`config.mk`:
```
export PLATFORM = sky130hd
export DESIGN_NAME = vga_sync_flat
export DESIGN_NICKNAME = d
export VERILOG_FILES = /design/src/rtl/vga_sync_if.sv /design/src/rtl/vga_sync.sv /design/src/flat_wrapper.sv
export SDC_FILE = /design/constraint.sdc
export NUM_CORES = 1
export LEC_CHECK = 0
export ABC_AREA = 1
export ABC_CLOCK_PERIOD_IN_PS = 1500
export CORE_ASPECT_RATIO = 0.75
export CORE_MARGIN = 2
export CORE_UTILIZATION = 35
export DETAILED_ROUTE_END_ITERATION = 7
export GPL_ROUTABILITY_DRIVEN = 0
export SYNTH_ARGS = -nofsm -noshare
export SYNTH_HDL_FRONTEND = slang
export SYNTH_SLANG_ARGS = --single-unit
```
`constraint.sdc`:
```
create_clock -name clk -period 1.5 [get_ports clk]
set_input_delay 0.15 -clock clk [delete_from_list [all_inputs] [get_ports clk]]
set_output_delay 0.15 -clock clk [all_outputs]
set_load 0.05 [all_outputs]
```
`src/rtl/vga_sync_if.sv`:
```
// VGA timing bundle: pixel enable, coordinates, blanking and syncs.
// The timing generator drives it as master; pixel consumers and pin logic take the slave view.
interface vga_sync_if;
  logic       p_tick;
  logic [9:0] pixel_x;
  logic [9:0] pixel_y;
  logic       video_on;
  logic       hsync;
  logic       vsync;
  logic       frame_tick;

  modport master (
    output p_tick, pixel_x, pixel_y, video_on, hsync, vsync, frame_tick
  );

  modport slave (
    input p_tick, pixel_x, pixel_y, video_on, hsync, vsync, frame_tick
  );
endinterface

```
`src/rtl/vga_sync.sv`:
```
// VGA timing generator (640x480@60 Hz by default).
// Divides clk down to a pixel enable, runs 10-bit horizontal/vertical counters on that
// enable, and registers the sync/blanking decode of the next counter values so every
// output changes on the same edge as pixel_x/pixel_y.
// Optional: define VGA_SYNC_FRAME_TICK_EN to get a one-clk frame_tick after each
// wrap to (0,0); otherwise frame_tick is tied low.
module vga_sync #(
  parameter int CLK_DIV   = 2,
  parameter int H_DISPLAY = 640,
  parameter int H_FP      = 16,
  parameter int H_SYNC    = 96,
  parameter int H_BP      = 48,
  parameter int V_DISPLAY = 480,
  parameter int V_FP      = 10,
  parameter int V_SYNC    = 2,
  parameter int V_BP      = 33
) (
  input  logic       clk,
  input  logic       rst_n,
  vga_sync_if.master vga
);

  localparam int H_TOTAL = H_DISPLAY + H_FP + H_SYNC + H_BP;
  localparam int V_TOTAL = V_DISPLAY + V_FP + V_SYNC + V_BP;
  localparam int DIV_W   = (CLK_DIV > 1) ? $clog2(CLK_DIV) : 1;

  localparam logic [DIV_W-1:0] DIV_MAX = DIV_W'(CLK_DIV - 1);
  localparam logic [9:0]       H_MAX   = 10'(H_TOTAL - 1);
  localparam logic [9:0]       V_MAX   = 10'(V_TOTAL - 1);

  // 11-bit bounds so an exclusive end of 1024 still fits
  localparam logic [10:0] H_VIS  = 11'(H_DISPLAY);
  localparam logic [10:0] HS_BEG = 11'(H_DISPLAY + H_FP);
  localparam logic [10:0] HS_END = 11'(H_DISPLAY + H_FP + H_SYNC);
  localparam logic [10:0] V_VIS  = 11'(V_DISPLAY);
  localparam logic [10:0] VS_BEG = 11'(V_DISPLAY + V_FP);
  localparam logic [10:0] VS_END = 11'(V_DISPLAY + V_FP + V_SYNC);

  logic [DIV_W-1:0] div;
  logic             p_tick;
  logic [9:0]       h_count, v_count;
  logic [9:0]       h_next, v_next;
  logic             hsync_q, vsync_q, video_q;
  logic             hsync_next, vsync_next, video_next;
  logic             h_wrap, frame_wrap;

  // With CLK_DIV=1 div never leaves 0, so p_tick is constantly high
  assign p_tick = (div == DIV_MAX);

  // Next counter values and their sync/blanking decode
  always_comb begin
    h_wrap     = (h_count == H_MAX);
    frame_wrap = p_tick && h_wrap && (v_count == V_MAX);
    h_next     = h_wrap ? 10'd0 : h_count + 10'd1;
    v_next     = v_count;
    if (h_wrap) begin
      v_next = (v_count == V_MAX) ? 10'd0 : v_count + 10'd1;
    end
    hsync_next = !(({1'b0, h_next} >= HS_BEG) && ({1'b0, h_next} < HS_END));
    vsync_next = !(({1'b0, v_next} >= VS_BEG) && ({1'b0, v_next} < VS_END));
    video_next = ({1'b0, h_next} < H_VIS) && ({1'b0, v_next} < V_VIS);
  end

  // Pixel-rate divider
  always_ff @(posedge clk or negedge rst_n) begin
    if (!rst_n) begin
      div <= '0;
    end else if (div == DIV_MAX) begin
      div <= '0;
    end else begin
      div <= div + DIV_W'(1);
    end
  end

  // Counters and registered decode, all advancing together on the pixel enable
  always_ff @(posedge clk or negedge rst_n) begin
    if (!rst_n) begin
      h_count <= 10'd0;
      v_count <= 10'd0;
      hsync_q <= 1'b1;
      vsync_q <= 1'b1;
      video_q <= 1'b1;
    end else if (p_tick) begin
      h_count <= h_next;
      v_count <= v_next;
      hsync_q <= hsync_next;
      vsync_q <= vsync_next;
      video_q <= video_next;
    end
  end

`ifdef VGA_SYNC_FRAME_TICK_EN
  logic frame_q;

  // One-clk pulse in the cycle following the wrap to (0,0)
  always_ff @(posedge clk or negedge rst_n) begin
    if (!rst_n) begin
      frame_q <= 1'b0;
    end else begin
      frame_q <= frame_wrap;
    end
  end

  assign vga.frame_tick = frame_q;
`else
  logic unused_frame;
  assign unused_frame   = frame_wrap;
  assign vga.frame_tick = 1'b0;
`endif

  assign vga.p_tick   = p_tick;
  assign vga.pixel_x  = h_count;
  assign vga.pixel_y  = v_count;
  assign vga.hsync    = hsync_q;
  assign vga.vsync    = vsync_q;
  assign vga.video_on = video_q;

endmodule

```
`src/flat_wrapper.sv`:
```
// flat-port wrapper written by rule: the top's interface ports become plain ports
module vga_sync_flat 
#(
  parameter int CLK_DIV   = 2,
  parameter int H_DISPLAY = 640,
  parameter int H_FP      = 16,
  parameter int H_SYNC    = 96,
  parameter int H_BP      = 48,
  parameter int V_DISPLAY = 480,
  parameter int V_FP      = 10,
  parameter int V_SYNC    = 2,
  parameter int V_BP      = 33
)
  (clk, rst_n, vga_p_tick, vga_pixel_x, vga_pixel_y, vga_video_on, vga_hsync, vga_vsync, vga_frame_tick);
  vga_sync_if vga_i ();
  input  logic clk;
  input  logic rst_n;
  output wire logic [$bits(vga_i.p_tick)-1:0] vga_p_tick;
  output wire logic [$bits(vga_i.pixel_x)-1:0] vga_pixel_x;
  output wire logic [$bits(vga_i.pixel_y)-1:0] vga_pixel_y;
  output wire logic [$bits(vga_i.video_on)-1:0] vga_video_on;
  output wire logic [$bits(vga_i.hsync)-1:0] vga_hsync;
  output wire logic [$bits(vga_i.vsync)-1:0] vga_vsync;
  output wire logic [$bits(vga_i.frame_tick)-1:0] vga_frame_tick;
  assign vga_p_tick = vga_i.p_tick;
  assign vga_pixel_x = vga_i.pixel_x;
  assign vga_pixel_y = vga_i.pixel_y;
  assign vga_video_on = vga_i.video_on;
  assign vga_hsync = vga_i.hsync;
  assign vga_vsync = vga_i.vsync;
  assign vga_frame_tick = vga_i.frame_tick;
  vga_sync #(.CLK_DIV(CLK_DIV), .H_DISPLAY(H_DISPLAY), .H_FP(H_FP), .H_SYNC(H_SYNC), .H_BP(H_BP), .V_DISPLAY(V_DISPLAY), .V_FP(V_FP), .V_SYNC(V_SYNC), .V_BP(V_BP)) u_core (.clk(clk), .rst_n(rst_n), .vga(vga_i));
endmodule
```
# After elaboration in Yosys (flattened, before gate mapping)
# Cells that the tools add are included.
# W data, S select, Z words.
# word_totals
reg_bits,24
inputBits,2
output_inout_bits,25
wordCells,26
# classes
add_sub_neg,3
order_cmp,6
eq_ne,2
mux,4
reduce_logical,5
# ops
op,n
$mux W10,3
$add A10 B1 Y10 const B,2
$eq A10 B10 Y1 const B,2
$lt A10 B10 Y1 const B,2
$lt A10 B9 Y1 const B,2
$ge A10 B10 Y1 const B,1
$ge A10 B9 Y1 const B,1
$logic_and A1 B1 Y1,3
$logic_not A1 Y1,2
$add A1 B1 Y1 const B,1
$mux W1,1

# Logic depth before layout (Yosys ltp)
# Gate-level depths: netlist (run 1).
# depth
depth_word,6
depth_mapped,12
depth_no_buf,12

# Worst setup path before layout (run 1)
# No wires, ideal clock.
# synth_timing
kind,flip-flop to flip-flop
start,"reg u_core.h_count[1], in the netlist u_core.vga.pixel_x[1]"
end,"reg u_core.v_count[9], in the netlist u_core.vga.pixel_y[9]"
setup_time_ps,132
t_arrival_ps,1815
required_time_ps,1368
path_slack_ps,-447
stages_incl_launch_ff,10
path_buffers,0
period_less_slack_ps,1947
cell_sequence,dfrtp_1 ha_1 nand2_2 nor2_4 nand3_4 or2_1 nand3_1 nand2_1 inv_2 a21oi_1
# synth_via
elab_chain_len,2
# synth_lines
element,line,text
from (decl),vga_sync.sv:41,"logic [9:0] h_count, v_count;"
from (signal assigned),vga_sync.sv:84,h_count <= h_next;
$eq A10 B10 Y1,vga_sync.sv:52,h_wrap = (h_count == H_MAX);
$mux W10,vga_sync.sv:56,if (h_wrap) begin
to (signal assigned),vga_sync.sv:85,v_count <= v_next;
to (decl),vga_sync.sv:41,
# No other way between the ends.
# A chain may end at the register's enable or synchronous reset.

# Worst setup path in the final report (run 1)
# layout_timing
start,"reg u_core.h_count[1], in the netlist u_core.vga.pixel_x[1]"
end,"reg u_core.video_q, in the netlist u_core.vga.video_on"
# layout_via
elab_chain_len,4
word_cells_on_any_way,7
classes_between,add/sub: 1; order compare: 2; eq/ne: 1; mux: 2; reduce/logical: 1
# layout_lines
element,line,text
$add A10 B1 Y10 / $eq A10 B10 Y1 (equally long branches),"vga_sync.sv:54, vga_sync.sv:52",
$mux W10 (on tied branches),"vga_sync.sv:54, vga_sync.sv:56",
$lt A10 B10 Y1 / $lt A10 B9 Y1 (equally long branches),vga_sync.sv:61,"video_next = ({1'b0, h_next} < H_VIS) && ({1'b0, v_next} < V_VIS);"
$logic_and A1 B1 Y1 (*),vga_sync.sv:61,
to (signal assigned),vga_sync.sv:88,video_q <= video_next;
to (decl),vga_sync.sv:43,"logic hsync_q, vsync_q, video_q;"
# Every way passes the cells marked *; elsewhere a longest branch is shown, timed or not.

==> results of run 1 <==
-- metrics by stage --
| stage | hold slack, ns | utilization (%) |
|---|---|---|
| 6_report | 0.247 | 58.3 |
| 5_1_grt | 0.292 | 58.3 |
| 4_1_cts | 0.255 | 56.0 |
| 3_5_place_dp | 0.481 | 53.2 |
| 3_3_place_gp | 0.479 | 53.2 |
| 2_1_floorplan | -0.146 | - |
-- power groups by stage --
stage | Sequential, mW | Clock, mW | Combinational, mW
after CTS | 0.647 | 0.460 | 0.0236
after global placement | 0.659 | 0 | 0.0236
after detailed placement | 0.659 | 0 | 0.0233
final | 0.647 | 0.452 | 0.0223
after global routing | 0.647 | 0.495 | 0.0263
after floorplan | 0.659 | 0 | 0.00746
-- cell usage after synthesis, drive strengths merged --
cell,number
nor2,25
o21ai,17
dfrtp,21
nand2,81
o21bai,1
xor2,2
nor2b,1
nand4,6
buf,2
clkbuf,3
ha,4
nand3,21
a21oi,8
o21a,1
nand3b,1
nor3,3
inv,28
dfstp,3
conb,1
or2,1
-- routing by layer --
layer | track usage (%) | vias to the layer above | part of all wire [%]
met3 | 3.78 | 4 | 4.3
li1 | - | 882 | -
met1 | 29.5 | 774 | 52
met5 | 0 | - | 0
met2 | 25.8 | 37 | 43
met4 | 4.79 | 0 | 0.91
-- sequential cells by signal, indices dropped and copies added (netlist names) --
signal,count
u_core.vga.hsync,1
u_core.vga.p_tick,1
u_core.vga.pixel_x,10
u_core.vga.pixel_y,10
u_core.vga.video_on,1
u_core.vga.vsync,1
-- worst reg2reg max path, stage by stage, from the launching register on --
cell     delay, ns
dfrtp_2       0.41
ha_4          0.18
nand2_4       0.06
nor2_4        0.16
nand3_4       0.14
or2_1         0.25
nand3_1       0.07
nand2_1       0.06
inv_2         0.07
nand3_2       0.06
nand2_1       0.06
-- layout make-up --
class	count	area share [%]
multi-input cells	175	38.2
flip-flops and latches	24	24.1
inverters	28	4.09
repair buffers	73	28.6
clock buffers	4	2.14
well taps	57	2.77
-- worst max path at each step --
stage	start	endpoint	slack (ns)	depth (start not counted)
global route	u_core.vga.pixel_x[0]$_DFFE_PN0P_	u_core.vga.video_on$_DFFE_PN1P_	-0.17	10
global placement	u_core.vga.pixel_y[0]$_DFFE_PN0P_	u_core.vga.vsync$_DFFE_PN1P_	-0.06	8
detailed placement	u_core.vga.pixel_y[1]$_DFFE_PN0P_	u_core.vga.video_on$_DFFE_PN1P_	-0.07	11
finish	u_core.vga.pixel_x[1]$_DFFE_PN0P_	u_core.vga.video_on$_DFFE_PN1P_	-0.06	10
CTS	u_core.vga.pixel_x[1]$_DFFE_PN0P_	u_core.vga.video_on$_DFFE_PN1P_	-0.06	10
floorplan	u_core.vga.pixel_x[1]$_DFFE_PN0P_	u_core.vga.video_on$_DFFE_PN1P_	-0.14	10
-- logic make-up (layout without fill, tap and decap cells) --
| logic type | count (synthesis) | count (layout) | share of synthesized area (%) |
|---|---|---|---|
| and+or+nand+nor | 139 | 141 | 40.1 |
| AOI/OAI and AO/OA | 27 | 27 | 8.83 |
| DFF | 24 | 24 | 38.1 |
| xor gates and xnor gates | 2 | 2 | 1.10 |
| other | 1 | 1 | 0.236 |
| buffers and inverters | 33 | 105 | 8.52 |
| adders and majority gates | 4 | 4 | 3.15 |
-- timing repair --
item,CTS,global route
resized for setup,12,19
pin swaps,6,17
endpoints found under the hold margin,0,0
gates cloned,2,0
buffers inserted,1,7
endpoints found under the setup margin,5,15
hold buffers,0,0
==> flow_summary.ini, run 1 <==
[pwr]
power.internal_mw = 0.885
switchingPower_mw = 0.235
switching_share_pct = 21.0
seq_power_share_pct = 57.7
leakage_nw = 1.29
p_per_area_nw_per_um2 = 436
p_total_mw = 1.12
p_comb_share_pct = 2.0
clkPwrFrac_pct = 40.3
vdd_drop_max_mv = 0.452

[synth]
syn_nets = 236
syn_area_sq_um = 1590
ys_seq_area_share_pct = 38.1
netlist_top_cells_area = dfrtp_1 (33%), nand2_1 (19%), inv_1 (6.2%)
ys_seq_elements = 24
yosysTopAreaCell = dfrtp_1
synth_cells = 230
ys_types = 29
ys.warnings.count = 0
netlist.area_leader.share_pct = 33.1
syn_avg_cell_area_sq_um = 6.90

[critical_path]
crit_fanout = 5
cp_slowest_cell = dfrtp_2
max_stage_delay_ns = 0.41
critPathKind = flip-flop to flip-flop
endpoint_kind = flip-flop
critPathLaunchType = flip-flop
worst-path-buf-inv = 1
worstPathCellList = ha_4, nand2_4, nor2_4, nand3_4, or2_1, nand3_1, nand2_1, inv_2, nand3_2, nand2_1
cp.required_ns = 1.72
worst-r2r-cell-count = 10
r2r_slack_ns = -0.06
reg2reg_from = u_core.vga.pixel_x[1]$_DFFE_PN0P_
r2r-end = u_core.vga.video_on$_DFFE_PN1P_
critPathMostFrequentCell = nand2_1
critical_path.top_delay_family = simple AND/OR/NAND/NOR gates
arrival_ns = 1.78

[global_route]
grt_pass1_vias = 1594
grt_max_degree = 25
antenna_found_initial = 0
track_usage_pct = 18.7
globalRouteOverflowTotal = 0
grt_pass1_wl_mm = 7.49

[cells_and_area]
register_area_sq_um = 621
final_area_sq_um = 2570
final_cell_mix = nand2_1 (75), buf_4 (55), inv_1 (23), nor2_1 (18), buf_12 (14)
syn_to_final_growth_pct = 62.1
n_fill_cell = 399
final_common_cell = nand2_1
n_antenna_cell = 0
nets = 311
drive_above_1_share_pct = 42.4
multiInputGateArea_sq_um = 983
stdcell_count = 361

[drt]
viasPerCell = 4.70
routedWlPerCell_um = 12.1
first_pass_iters = 4
drc = 0
drt-total-wl_mm = 4.39
drt_iter0_drc = 111
ant_nets = 0
via_count = 1697

[die]
die_x_um = 81.7
start_util_pct = 35.9
die_h_um = 62.3
rows = 21
pin_count = 27
dieArea_sq_um = 5090
core_area_sq_um = 4410

[timing]
post-route-period-util_pct = 104
fmaxAchievable_ghz = 0.641
hold_violations = 0
slew_viol_final = 0
setup_violations = 4
rsz0062_at_grt = yes
fin_crit_ns = 1.56
skew_ns = 0.00298
layout_setup_ws_ns = -0.0602
setup_tns_ns = -0.168

[place]
placed_cell_area_sq_um = 2350
portBuffers = 25
place_ws_ns = -0.0712
dp.final_hpwl_mm = 3.04
dp.cells = 348

[cts]
clk_pin_slew_ns = 0.09
cts_max_level = 1
cts_tree = built
clock_latency_ns = 0.27
clk_path_buf_depth = 2
clkSinkCount = 24
cts_made_buffers = 3
cts_root_buf = clkbuf_8

[status]
status = finished with violations
violations = negative setup slack

[flow_run]
maxCapViolCount = 0

[hold_path]
hp-class = primary input to async pin
Note: power is estimated with default switching activity, not from simulation.
==> run 2: changes to the inputs <==
Settings changed: ABC_CLOCK_PERIOD_IN_PS 1500 to 1750, CAP_MARGIN set to 40.
Clock period 1.5 ns to 1.75 ns, I/O delays scaled along.
==> run 2 against run 1 <==
Against the previous run: the flow now finishes without violations; final cell count is 9.4% lower; clock power fell by 13%; count of clock-buffer cells in the layout unchanged; clock skew rose by 0.0053 ns; global-route usage shrank 2.2 points; combinational power fell by 13%; sequential share of layout area is 5.1 points higher; worst hold slack improved by 0.016 ns; via count decreased by 9.3%; first-iteration DRC count down 28%; critical endpoint is now vga_pixel_y[0]; largest cell class unchanged; highest routed layer unchanged.
==> flow_summary.ini, run 2 (synthesized netlist as in run 1, its figures left out) <==
[status]
status = finished clean

[place]
portBuffers = 25
dp.final_hpwl_mm = 2.84

[die]
die_x_um = 81.7
pin_count = 27
dieArea_sq_um = 5090
start_util_pct = 35.9
rows = 21
die_h_um = 62.3
core_area_sq_um = 4410

[timing]
fin_crit_ns = 1.70
skew_ns = 0.00833
holdWs_ns = 0.264
tightest_slew_ns = 0.496
rsz0062_at_grt = yes
post-route-period-util_pct = 96.9
hold_violations = 0
fmaxAchievable_ghz = 0.590
setup_violations = 0
relSlewSlack_pct = 66.8
slew_viol_final = 0

[pwr]
leakage_nw = 1.05
p_total_mw = 0.965
p_per_area_nw_per_um2 = 463
vdd_drop_max_mv = 0.276

[critical_path]
worstPathCellList = clkdlybuf4s50_1
reg2reg_from = u_core.vga.pixel_y[1]$_DFFE_PN0P_
worst-path-buf-inv = 1
max_stage_delay_ns = 0.82
arrival_ns = 1.52
crit_fanout = 5
critPathKind = flip-flop to output pin
critical_path.top_delay_family = buffers and inverters
cp-startpoint = u_core.vga.pixel_y[0]$_DFFE_PN0P_
cp_slowest_cell = clkdlybuf4s50_1
cp.required_ns = 1.57
critPathLaunchType = flip-flop
endpoint_kind = output pin

[flow_run]
maxCapViolCount = 0

[cts]
cts_hold_buf = 0
cts_root_buf = clkbuf_8
cts_tree = built
clk_pin_slew_ns = 0.09
cts_max_level = 1
clk_path_buf_depth = 2
clock_latency_ns = 0.27
clkSinkCount = 24
cts_made_buffers = 3

[cells_and_area]
final_common_cell = nand2_1
nets = 277
drive_above_1_share_pct = 26.3
syn_to_final_growth_pct = 31.5
n_antenna_cell = 0
final_cell_mix = nand2_1 (79), buf_4 (36), inv_1 (23), nor2_1 (21)

[global_route]
grt_pass1_vias = 1341
antenna_found_initial = 0
track_usage_pct = 16.5
globalRouteOverflowTotal = 0
grt_pass1_wl_mm = 6.62
grt_max_degree = 25

[drt]
drc = 0
drt_iter0_drc = 80
top_layer_used = met4
wl_met3_um = 202
wl_met1_mm = 2.15
first_pass_iters = 4
viasPerCell = 4.71
routedWlPerCell_um = 12.2
ant_nets = 0
drt-total-wl_mm = 3.99
via_count = 1540
met2_length_mm = 1.61

[hold_path]
hp-class = primary input to async pin
[run 2: changes by cell type in the layout (fill, tap and decap cells not counted), sizes merged]
cell / previous run / this run
nor2: 26 / 25
clkdlybuf4s50: 1 / 3
buf: 72 / 38
nand3: 22 / 21
[run 2: final cells by class]
cell class,instances,area (sq um)
timing repair buffer,41,340
multi-input combinational,173,905
clock buffer,4,55.1
tap,57,71.3
sequential,24,611
fill,473,2330
inverter,28,105
[run 2: metrics by stage]
stage | instance area, sq um | util (%) | instances | TNS (ns) | setup WS, ns
2_1_floorplan | 1600 | - | 230 | 0 | 0.0137
4_1_cts | 1980 | 44.8 | 320 | 0 | 0.0248
3_3_place_gp | 1920 | 43.5 | 316 | 0 | 0.0376
5_1_grt | 2090 | 47.3 | 327 | -0.0427 | -0.0427
6_report | 2090 | 47.3 | 327 | 0 | 0.0537
3_5_place_dp | 1920 | 43.5 | 316 | 0 | 0.0529
[run 2: timing repair]
action                                  in CTS  in global routing
endpoints found under the hold margin        0                  0
resized for setup                            0                 13
buffers inserted                             0                  7
endpoints found under the setup margin       0                  4
[run 2: layer usage]
layer,global-route usage (%),vias to the layer above
met3,4.22,2
met1,27.3,694
met2,21.2,31
li1,-,813
met4,3.13,0
met5,0,-
[run 2: final timing paths]
path	to	slack, ns	cells after the start
hold / removal	u_core.vga.pixel_x[5]$_DFFE_PN0P_	0.26	2
max in group asynchronous	u_core.vga.vsync$_DFFE_PN1P_	1.19	2
setup reg to reg	u_core.vga.video_on$_DFFE_PN1P_	0.12	12
setup / recovery	vga_pixel_y[0]	0.05	1
hold reg to reg	u_core.vga.video_on$_DFFE_PN1P_	0.48	2
min in group clk	u_core.vga.video_on$_DFFE_PN1P_	0.48	2
[run 2: report_power, final]
| group | internal, mW | switching, mW | total (mW) |
|---|---|---|---|
| clock | 0.201 | 0.190 | 0.391 |
| sequential | 0.554 | 0 | 0.554 |
| combinational | 0.00341 | 0.0161 | 0.0195 |
